File: config.mk
export PLATFORM = sky130hd
export DESIGN_NAME = imm_gen_pipe
export DESIGN_NICKNAME = d
export VERILOG_FILES = /design/src/rtl/imm_pkg.sv /design/src/rtl/imm_decode.sv /design/src/rtl/imm_gen_pipe.sv
export SDC_FILE = /design/constraint.sdc
export NUM_CORES = 1
export LEC_CHECK = 0
export CELL_PAD_IN_SITES_DETAIL_PLACEMENT = 2
export CELL_PAD_IN_SITES_GLOBAL_PLACEMENT = 2
export CORE_MARGIN = 2
export CORE_UTILIZATION = 29
export DETAILED_ROUTE_END_ITERATION = 6
export GPL_TIMING_DRIVEN = 0
export PLACE_DENSITY = 0.94
export SETUP_SLACK_MARGIN = 0.05
export SLEW_MARGIN = 15
export SYNTH_ARGS = -nofsm -noshare
export SYNTH_HDL_FRONTEND = slang
export SYNTH_HIERARCHICAL = 1
export SYNTH_SLANG_ARGS = --single-unit
File: constraint.sdc
create_clock -name clk -period 5.5 [get_ports clk]
set_input_delay 1.1 -clock clk [delete_from_list [all_inputs] [get_ports clk]]
set_output_delay 1.1 -clock clk [all_outputs]
set_load 0.01 [all_outputs]
File: src/rtl/imm_pkg.sv
// Shared types and opcode constants for the pipelined immediate generator.
package imm_pkg;

   typedef enum logic [2:0] {
      IMM_I    = 3'b000,
      IMM_S    = 3'b001,
      IMM_B    = 3'b010,
      IMM_J    = 3'b011,
      IMM_U    = 3'b100,
      IMM_Z    = 3'b101,
      IMM_RSV  = 3'b110,
      IMM_AUTO = 3'b111
   } imm_src_e;

   localparam logic [6:0] OP_LOAD   = 7'b0000011;
   localparam logic [6:0] OP_OPIMM  = 7'b0010011;
   localparam logic [6:0] OP_JALR   = 7'b1100111;
   localparam logic [6:0] OP_STORE  = 7'b0100011;
   localparam logic [6:0] OP_BRANCH = 7'b1100011;
   localparam logic [6:0] OP_JAL    = 7'b1101111;
   localparam logic [6:0] OP_LUI    = 7'b0110111;
   localparam logic [6:0] OP_AUIPC  = 7'b0010111;
   localparam logic [6:0] OP_SYSTEM = 7'b1110011;
   localparam logic [6:0] OP_OP     = 7'b0110011;

endpackage

File: src/rtl/imm_decode.sv
// Combinational format resolution and immediate extension for one instruction.
module imm_decode
   import imm_pkg::*;
#(
   parameter int XLEN = 32
) (
   input  logic [31:0]     instr,
   input  logic [2:0]      imm_src,
   output logic [XLEN-1:0] imm,
   output logic            illegal
);

   imm_src_e    fmt;
   logic        r_type;
   logic [31:0] imm32;

   always_comb begin
      fmt    = imm_src_e'(imm_src);
      r_type = 1'b0;
      if (fmt == IMM_AUTO) begin
         case (instr[6:0])
            OP_LOAD, OP_OPIMM, OP_JALR: fmt = IMM_I;
            OP_STORE:                   fmt = IMM_S;
            OP_BRANCH:                  fmt = IMM_B;
            OP_JAL:                     fmt = IMM_J;
            OP_LUI, OP_AUIPC:           fmt = IMM_U;
            OP_SYSTEM:                  fmt = instr[14] ? IMM_Z : IMM_I;
            OP_OP: begin
               fmt    = IMM_RSV;
               r_type = 1'b1;
            end
            default:                    fmt = IMM_RSV;
         endcase
      end
   end

   // Every format fits a 32-bit value whose bit 31 is the sign, so XLEN
   // extension is a single signed widening at the end.
   always_comb begin
      imm32   = '0;
      illegal = 1'b0;
      case (fmt)
         IMM_I: imm32 = {{20{instr[31]}}, instr[31:20]};
         IMM_S: imm32 = {{20{instr[31]}}, instr[31:25], instr[11:7]};
         IMM_B: imm32 = {{19{instr[31]}}, instr[31], instr[7], instr[30:25], instr[11:8], 1'b0};
         IMM_J: imm32 = {{11{instr[31]}}, instr[31], instr[19:12], instr[20], instr[30:21], 1'b0};
         IMM_U: imm32 = {instr[31:12], 12'b0};
         IMM_Z: imm32 = {27'b0, instr[19:15]};
         IMM_RSV: illegal = !r_type;
         default: illegal = 1'b1;
      endcase
   end

   assign imm = XLEN'(signed'(imm32));

endmodule

File: src/rtl/imm_gen_pipe.sv
// Immediate generator followed by a DEPTH-stage elastic valid/ready pipeline with flush.
module imm_gen_pipe
   import imm_pkg::*;
#(
   parameter int XLEN  = 32,
   parameter int DEPTH = 1
) (
   input  logic            clk,
   input  logic            rst,
   input  logic            in_valid,
   output logic            in_ready,
   input  logic [31:0]     in_instr,
   input  logic [2:0]      in_imm_src,
   input  logic            flush,
   output logic            out_valid,
   input  logic            out_ready,
   output logic [XLEN-1:0] out_imm,
   output logic            out_illegal
);

   logic [XLEN-1:0] dec_imm;
   logic            dec_illegal;

   imm_decode #(.XLEN(XLEN)) u_decode (
      .instr   (in_instr),
      .imm_src (in_imm_src),
      .imm     (dec_imm),
      .illegal (dec_illegal)
   );

   logic [DEPTH-1:0]           valid_vec;
   logic [DEPTH-1:0][XLEN-1:0] imm_vec;
   logic [DEPTH-1:0]           illegal_vec;
   logic [DEPTH:0]             src_valid;
   logic [DEPTH:0]             ready;
   logic [DEPTH-1:0]           adv;
   logic [DEPTH-1:0]           load;

   // Entry k sees its upstream valid at src_valid[k]; bit 0 is the input port.
   assign src_valid = {valid_vec, in_valid};

   // ready[k]: stage k can take a new entry this cycle (empty or draining).
   always_comb begin
      ready        = '0;
      adv          = '0;
      load         = '0;
      ready[DEPTH] = out_ready;
      for (int k = DEPTH - 1; k >= 0; k--) begin
         adv[k]   = valid_vec[k] && ready[k+1];
         ready[k] = !valid_vec[k] || ready[k+1];
      end
      for (int k = 0; k < DEPTH; k++) begin
         load[k] = src_valid[k] && ready[k] && !flush;
      end
   end

   for (genvar gi = 0; gi < DEPTH; gi++) begin : g_stage
      logic            valid_reg;
      logic [XLEN-1:0] imm_reg;
      logic            illegal_reg;
      logic [XLEN-1:0] imm_in;
      logic            illegal_in;

      if (gi == 0) begin : g_first
         assign imm_in     = dec_imm;
         assign illegal_in = dec_illegal;
      end else begin : g_rest
         assign imm_in     = imm_vec[gi-1];
         assign illegal_in = illegal_vec[gi-1];
      end

      always_ff @(posedge clk) begin
         if (rst) begin
            valid_reg   <= 1'b0;
            imm_reg     <= '0;
            illegal_reg <= 1'b0;
         end else begin
            if (flush)
               valid_reg <= 1'b0;
            else if (load[gi])
               valid_reg <= 1'b1;
            else if (adv[gi])
               valid_reg <= 1'b0;
            if (load[gi]) begin
               imm_reg     <= imm_in;
               illegal_reg <= illegal_in;
            end
         end
      end

      assign valid_vec[gi]   = valid_reg;
      assign imm_vec[gi]     = imm_reg;
      assign illegal_vec[gi] = illegal_reg;
   end

   assign in_ready    = ready[0] && !flush;
   assign out_valid   = valid_vec[DEPTH-1];
   assign out_imm     = imm_vec[DEPTH-1];
   assign out_illegal = illegal_vec[DEPTH-1];

endmodule

# After elaboration in Yosys (flattened, before gate mapping)
# Index checks and enable logic that the tools add are counted.
[totals]
reg_bits = 34
in_bits = 40
out_inout_bits = 35
elab_cells = 43
[classes]
eq_ne = 17
n_reduce_logical = 14
n_mux = 9
[op_table]
columns = ["cell", "n"]
rows = [
  ["one-hot mux 32 bit (6 select lines)", 1],
  ["equality test 7 bit (second input constant)", 4],
  ["equality test 7 x 6 -> 1 bit (second input constant)", 3],
  ["one-hot mux 3 bit (6 select lines)", 1],
  ["equality test 7 x 5 -> 1 bit (second input constant)", 2],
  ["equality test 3 bit (second input constant)", 4],
  ["equality test 7 x 2 -> 1 bit (second input constant)", 1],
  ["equality test 3 x 2 -> 1 bit (second input constant)", 2],
  ["2-to-1 mux 3 bit", 2],
  ["OR reduction 6 bit", 1],
  ["logical AND 1 bit", 4],
  ["2-to-1 mux 1 bit", 4],
  ["OR reduction 2 bit", 2],
  ["equality test 3 x 1 -> 1 bit (second input constant)", 1],
  ["zero test 1 bit", 3],
  ["zero test 3 bit", 1],
  ["OR reduction 3 bit", 1],
  ["one-hot mux 1 bit (2 select lines)", 1],
  ["nonzero test 2 bit", 1],
  ["logical OR 1 bit", 1],
]

# Logic depth before layout (Yosys ltp)
# Gate-level depths: netlist of the first run.
[depth]
depth_word = 7
depth_mapped = 10
depth_no_buf = 8

# Modules after synthesis
# The synthesis of the first run kept the hierarchy.
[modules_own_cells]
columns = ["module", "n_inst", "cells_per_inst", "seq_area_each_um2", "area_each_um2"]
rows = [
  ["imm_gen_pipe", 1, 149, 680.7, 1561.5],
  ["imm_decode", 1, 88, 0.0, 703.2],
]

# Worst setup path after synthesis of the first run
# Ideal clock, no wire load.
[synth_timing]
path_type = "input-to-reg"
startpoint = "in in_instr[4]"
endpoint = "reg g_stage[0].imm_reg[12], in the netlist out_imm[12]"
cell_stages = 10
n_path_buf = 2
arrival_time_ps = 2737
slack_ps = 2645
required_ps = 5382
setup_time_ps = 118
path_cell_list = "buf_6 -> or2_4 -> a2111oi_4 -> o31ai_2 -> or2_4 -> and2_4 -> buf_6 -> a21o_1 -> nand2b_1 -> mux2i_1"
[synth_via]
elab_chain_len = 6
elab_cells_between_ends = 20
classes_between = "eq/ne (14); mux (3); reduce/logical (3)"
[synth_rtl]
columns = ["item", "line", "rtl"]
rows = [
  ["start: declaration", "imm_gen_pipe.sv:12", "input logic [31:0] in_instr,"],
  ["equality test 7 x 2 -> 1 bit (tied with other cells)", "imm_decode.sv:21", "case (instr[6:0])"],
  ["OR reduction 3 bit / OR reduction 2 bit (equally long branches)", "imm_decode.sv:21", ""],
  ["one-hot mux 3 bit (6 select lines) (*)", "imm_decode.sv:21", ""],
  ["2-to-1 mux 3 bit (*)", "imm_decode.sv:20", "if (fmt == IMM_AUTO) begin"],
  ["equality test 3 bit (tied with other cells)", "imm_decode.sv:42", "case (fmt)"],
  ["one-hot mux 32 bit (6 select lines) (*)", "imm_decode.sv:42", ""],
  ["named net dec_imm[12]", "imm_gen_pipe.sv:21", "logic [XLEN-1:0] dec_imm;"],
  ["end signal: assignment", "imm_gen_pipe.sv:85", "imm_reg <= imm_in;"],
  ["end: declaration", "imm_gen_pipe.sv:59", "logic [XLEN-1:0] imm_reg;"],
]
# Mark *: on every way through the listed nets, which the timed path passes. The rest lies on a longest branch.
# A chain may end at the register's enable or synchronous reset.

# Final worst setup path of the first run
[layout_timing]
startpoint = "in in_instr[6]"
endpoint = "reg g_stage[0].imm_reg[2], in the netlist out_imm[2]"
# The elaborated chain is that of the path after synthesis.

==> impl_metrics.csv, run 1 <==
group,metric,value,unit
die,top_level_ports,75,
layout,n_antenna_cell,0,
global_route,grt_pass1_vias,2275,
hold_path,hp-start,"out_imm[4]",
logic_synthesis,ys_ff_latch,34,
clock_network,clkTransAtPathRegs,0.07,ns
sta,slew_headroom,0.523,
placed_design,dp_hpwl,5820,µm
global_route,antenna_found_initial,0,
worst_setup_path,r2r_start,"out_valid",
run_status,status,"finished, final reports clean",
die,rows,32,
sta,finalCritPeriodShare,0.631,
logic_synthesis,synthCells,237,
routing,wirelength,7470,µm
die,die_area,8530,µm²
routing,num_vias,2047,
clock_network,cts_tree,"built",
sta,rsz0062_at_grt,"no",
worst_setup_path,critPathMaxFanout,10,
layout,layout_common_cells,"clkdlybuf4s50_1, nand2b_1, dfxtp_1, mux2i_1, a21o_1",
global_route,grt_max_degree,12,
placed_design,finalWeightedCongestion,0.757,
routing,postRouteAntennaNets,0,
global_route,gr-total-overflow,0,
logic_synthesis,async_flop_share,0,
sta,tightestPinTransition,0.711,ns
clock_network,cts_buffers,5,
sta,final_max_slew_viol_count,0,
hold_path,hold_path.class,"reg -> reg",
routing,viasPerCell,4.90,
sta,final_hold_viol_count,0,
worst_setup_path,path_class,"in -> reg",
sta,timing.setup.tns,0,ns
sta,period_needed,3.47,ns
sta,clock_skew,0.00437,ns
clock_network,root_buffer,"clkbuf_8",
global_route,grt_pass1_wl,11900,µm
worst_setup_path,r2r_end,"out_imm[26]",
hold_path,holdPathStages,2,
logic_synthesis,synth-edff-count,0,
clock_network,clk_path_buf_depth,2,
routing,drcViolationCount,0,
layout,layout_commonest_cell,"clkdlybuf4s50_1",
sta,max_freq,288,MHz
routing,detail_route.first_pass.iterations,4,
logic_synthesis,synth.distinct_cells,49,
logic_synthesis,yosysWarnings,6,
layout,layout.nets,355,
hold_path,holdPathEnd,"out_imm[4]",
sta,setup_viol,0,
pwr,power.leakage,1.25,nW
clock_network,numClockSinks,34,
clock_network,cts_setup_buffers,0,
logic_synthesis,synth.net_count,277,
logic_synthesis,syn_area_per_cell,9.56,µm²
global_route,grt_use_total,0.180,
worst_setup_path,critPathRequiredTime,5.73,ns
die,dieWidth,92.4,µm
layout,area_growth,41.8,%
worst_setup_path,start_kind,"input pin",
worst_setup_path,reg2reg_depth,5,
layout,postLayoutCoreUtil,0.420,
logic_synthesis,synth-seq-area-share,0.301,
clock_network,h-tree-depth,2,
sta,hold_ws,0.479,ns
logic_synthesis,ys.flop_type,"dfxtp_1",
layout,drive_gt1_frac,0.111,
pwr,total_power,0.665,mW
routing,wl_per_cell,17.9,µm
routing,drtIter0Drc,52,
pwr,peakVddDrop,0.000104,V
logic_synthesis,synth_area,2260,µm²
worst_setup_path,cp-end-kind,"flip-flop",
die,core_area,7650,µm²
placed_design,port_buffers,71,
die,initial_core_util,0.296,
clock_network,clk_latency,0.29,ns
pwr,power_density,207,nW/µm²
clock_network,ctsResizeCount,0,
clock_network,cts-hold-fix-buffers,0,
worst_setup_path,worstPathArrival,3.70,ns
worst_setup_path,reg2reg_slack,4.26,ns
job,maxCapViolCount,0,
die,fp.dieH,92.4,µm
==> state kept, by name, indices dropped and copies added, names as in the netlist <==
register and cells:
out_imm 32, out_illegal 1, out_valid 1
==> cell usage after synthesis, types with 2 or more instances <==
cell type   n  area, µm²
buf_6       4       45.0
a221o_1     4       40.0
and3_1      8       50.1
nand2b_1   68        425
xnor2_1     2       17.5
nand2_1     8       30.0
mux2i_1    33        330
dfxtp_1    34        681
buf_2       2       10.0
inv_1       2       7.51
buf_12      3       60.1
nor3b_1     4       30.0
a21o_1     19        143
nor2_1      4       15.0
and2_4      2       17.5
or2_4       2       17.5
clkbuf_1    6       22.5
==> critical path, cell delays in order <==
cell             delay [ns]
clkdlybuf4s50_1        0.62
nand2_1                0.19
or4_1                  0.52
o211ai_2               0.21
nand2_1                0.30
o21ai_2                0.33
a221o_1                0.20
nand2b_1               0.09
mux2i_1                0.13
==> routing by layer <==
layer  up-vias  global-route usage  part of all wire
met5         -                   0                 0
met4         0              0.0547             0.018
met3        11              0.0325             0.030
met2        46               0.343              0.54
met1      1015               0.202              0.41
li1        975                   -                 -
==> logic make-up (layout without fill, tap and decap cells) <==
| logic type | count (synthesis) | count (layout) | synth area share |
|---|---|---|---|
| xor+xnor | 3 | 3 | 0.0116 |
| compound gates | 40 | 40 | 0.170 |
| buf+inv | 18 | 97 | 0.0674 |
| simple gates | 108 | 108 | 0.300 |
| flops | 34 | 34 | 0.301 |
| mux | 34 | 34 | 0.151 |
==> power breakdown <==
part	internal, mW	total (mW)	switching (mW)
logic	0.0936	0.174	0.0803
registers	0.256	0.261	0.00534
clock network	0.133	0.230	0.0971
total	0.483	0.665	0.183
==> cell type report <==
cell class | count | area, µm²
Fill cell | 832 | 4440
Multi-Input combinational cell | 185 | 1430
Timing Repair Buffer | 71 | 711
Sequential cell | 34 | 681
Buffer | 16 | 145
Tap cell | 102 | 128
Clock buffer | 5 | 68.8
Clock inverter | 3 | 40.0
Inverter | 2 | 7.51
==> metrics by stage <==
stage | instance area (µm²) | std cells | worst slack, ns
detailed placement | 3100 | 410 | 1.72
finish | 3210 | 418 | 2.03
floorplan | 2260 | 237 | 2.64
global placement | 3100 | 410 | 1.88
global route | 3210 | 418 | 1.82
CTS | 3210 | 418 | 2.01
==> worst max path at each step <==
| stage | from | depth (start not counted) | endpoint |
|---|---|---|---|
| final | in_instr[6] | 9 | out_imm[2] |
| after global routing | in_instr[6] | 9 | out_imm[2] |
| after CTS | in_instr[6] | 9 | out_imm[2] |
| after detailed placement | in_instr[6] | 9 | out_imm[2] |
| after global placement | in_instr[6] | 9 | out_imm[1] |
| after floorplan | in_instr[4] | 10 | out_imm[12] |
No activity file was read; power rests on OpenSTA's default activity.
==> run 2: changes to the inputs <==
--- a/config.mk
+++ b/config.mk
@@ -8,10 +8,10 @@
 export CELL_PAD_IN_SITES_DETAIL_PLACEMENT = 2
 export CELL_PAD_IN_SITES_GLOBAL_PLACEMENT = 2
 export CORE_MARGIN = 2
-export CORE_UTILIZATION = 29
+export CORE_UTILIZATION = 27
 export DETAILED_ROUTE_END_ITERATION = 6
 export GPL_TIMING_DRIVEN = 0
-export PLACE_DENSITY = 0.94
+export PLACE_DENSITY = 0.89
 export SETUP_SLACK_MARGIN = 0.05
 export SLEW_MARGIN = 15
 export SYNTH_ARGS = -nofsm -noshare
==> constraint.sdc (replaced) <==
create_clock -name clk -period 3.3 [get_ports clk]
set_input_delay 0.66 -clock clk [delete_from_list [all_inputs] [get_ports clk]]
set_output_delay 0.66 -clock clk [all_outputs]
set_load 0.01 [all_outputs]
==> impl_metrics.csv, run 2 (synthesized netlist as in run 1, its figures left out) <==
group,metric,value,unit
layout,postLayoutCellArea,3200,µm²
placed_design,place_ws,0.0481,ns
placed_design,finalWeightedCongestion,0.774,
sta,finalCritPeriodShare,0.905,
sta,tightestPinTransition,0.695,ns
worst_setup_path,cp-end-kind,"flip-flop",
routing,viasPerCell,4.88,
sta,rsz0062_at_grt,"no",
clock_network,cts_setup_buffers,0,
sta,clock_skew,0.00295,ns
pwr,peakVddDrop,0.000177,V
die,initial_core_util,0.277,
die,top_level_ports,75,
sta,period_needed,2.99,ns
worst_setup_path,reg2reg_depth,5,
pwr,power.leakage,1.25,nW
clock_network,cts_tree,"built",
layout,largest_reg_flops,32,
worst_setup_path,critPathRequiredTime,3.52,ns
worst_setup_path,path_class,"in -> reg",
worst_setup_path,start_kind,"input pin",
global_route,grt_max_degree,11,
layout,drive_gt1_frac,0.108,
layout,layout.nets,355,
sta,setup_ws,0.312,ns
die,rows,33,
worst_setup_path,r2r_start,"out_valid",
worst_setup_path,critPathMaxFanout,10,
die,core_area,8180,µm²
layout,layout_common_cells,"clkdlybuf4s50_1, nand2b_1, dfxtp_1, mux2i_1, a21o_1",
routing,detail_route.first_pass.iterations,4,
clock_network,cts-hold-fix-buffers,0,
global_route,grt_pass1_vias,2189,
clock_network,cts_buffers,5,
pwr,total_power,1.06,mW
clock_network,clk_latency,0.29,ns
routing,postRouteAntennaNets,0,
placed_design,dp_hpwl,5690,µm
global_route,grt_pass1_wl,11400,µm
routing,num_vias,2053,
sta,max_freq,335,MHz
clock_network,h-tree-depth,2,
run_status,status,"finished, final reports clean",
sta,final_max_slew_viol_count,0,
clock_network,clkTransAtPathRegs,0.07,ns
layout,n_antenna_cell,0,
hold_path,hold_path.class,"reg -> reg",
layout,fillerInstances,909,
worst_setup_path,r2r_end,"out_imm[14]",
routing,wirelength,7440,µm
die,dieWidth,95.6,µm
clock_network,numClockSinks,34,
die,fp.dieH,95.6,µm
global_route,grt_use_total,0.169,
routing,drtIter0Drc,64,
sta,timing.setup.tns,0,ns
pwr,power_density,330,nW/µm²
clock_network,ctsResizeCount,0,
hold_path,hp-start,"out_imm[29]",
placed_design,place_area,3110,µm²
sta,final_hold_viol_count,0,
layout,layout_commonest_cell,"clkdlybuf4s50_1",
routing,wl_per_cell,17.7,µm
routing,drcViolationCount,0,
job,maxCapViolCount,0,
die,die_area,9140,µm²
clock_network,root_buffer,"clkbuf_8",
worst_setup_path,timing.critical_path.from,"in_instr[6]",
global_route,gr-total-overflow,0,
sta,slew_headroom,0.533,
layout,area_growth,41.2,%
worst_setup_path,worstPathArrival,3.21,ns
hold_path,holdPathEnd,"out_imm[29]",
worst_setup_path,reg2reg_slack,2.05,ns
layout,postLayoutCoreUtil,0.391,
hold_path,holdPathStages,2,
clock_network,clk_path_buf_depth,2,
global_route,antenna_found_initial,0,
placed_design,port_buffers,71,
sta,setup_viol,0,
## run 2: cell count changes in the layout (fill, tap and decap cells not counted)
cell / before / now
clkbuf_8: 5 / 6
bufinv_16: 1 / 0
clkinv_2: 2 / 1
clkbuf_1: 6 / 7
## run 2: layer usage
metal,vias up,global-route usage,wire length [µm]
met3,9,0.0372,299
li1,976,-,-
met4,0,0.0643,146
met5,-,0,0
met2,53,0.299,3790
met1,1015,0.198,3200
## run 2: layout make-up
class | instances | area, µm² | area share
well taps | 105 | 131 | 0.0411
multi-input cells | 185 | 1430 | 0.448
clock inverters | 1 | 5.00 | 0.00156
repair buffers | 71 | 711 | 0.222
inverters | 2 | 7.51 | 0.00235
plain buffers | 16 | 145 | 0.0454
flip-flops and latches | 34 | 681 | 0.213
clock buffers | 7 | 86.3 | 0.0270
## run 2: worst max-delay path by stage
stage	to	slack (ns)	depth (start not counted)
final	out_imm[3]	0.31	9
after global routing	out_imm[0]	0.12	9
after CTS	out_imm[3]	0.33	9
after detailed placement	out_imm[1]	0.05	9
after global placement	out_imm[1]	0.14	9
after floorplan	out_imm[12]	0.88	10
## run 2: power by group
| group | internal, mW | switching [mW] | total, mW |
|---|---|---|---|
| combinational | 0.156 | 0.133 | 0.289 |
| clock | 0.169 | 0.164 | 0.333 |
| sequential | 0.426 | 0.00907 | 0.435 |
| total | 0.751 | 0.306 | 1.06 |
## run 2: worst max-delay path, cell delays in order
cell and delay, ns:
clkdlybuf4s50_1 0.62, nand2_1 0.18, or4_1 0.51, o211ai_2 0.21, nand2_1 0.30, o21ai_2 0.31
a221o_1 0.21, nand2b_1 0.08, mux2i_1 0.14
## run 2: metrics by stage
stage | cells | hold WS [ns]
3_5_place_dp | 413 | 0.467
6_report | 421 | 0.481
2_1_floorplan | 237 | 0.493
5_1_grt | 421 | 0.504
4_1_cts | 421 | 0.483
3_3_place_gp | 413 | 0.461
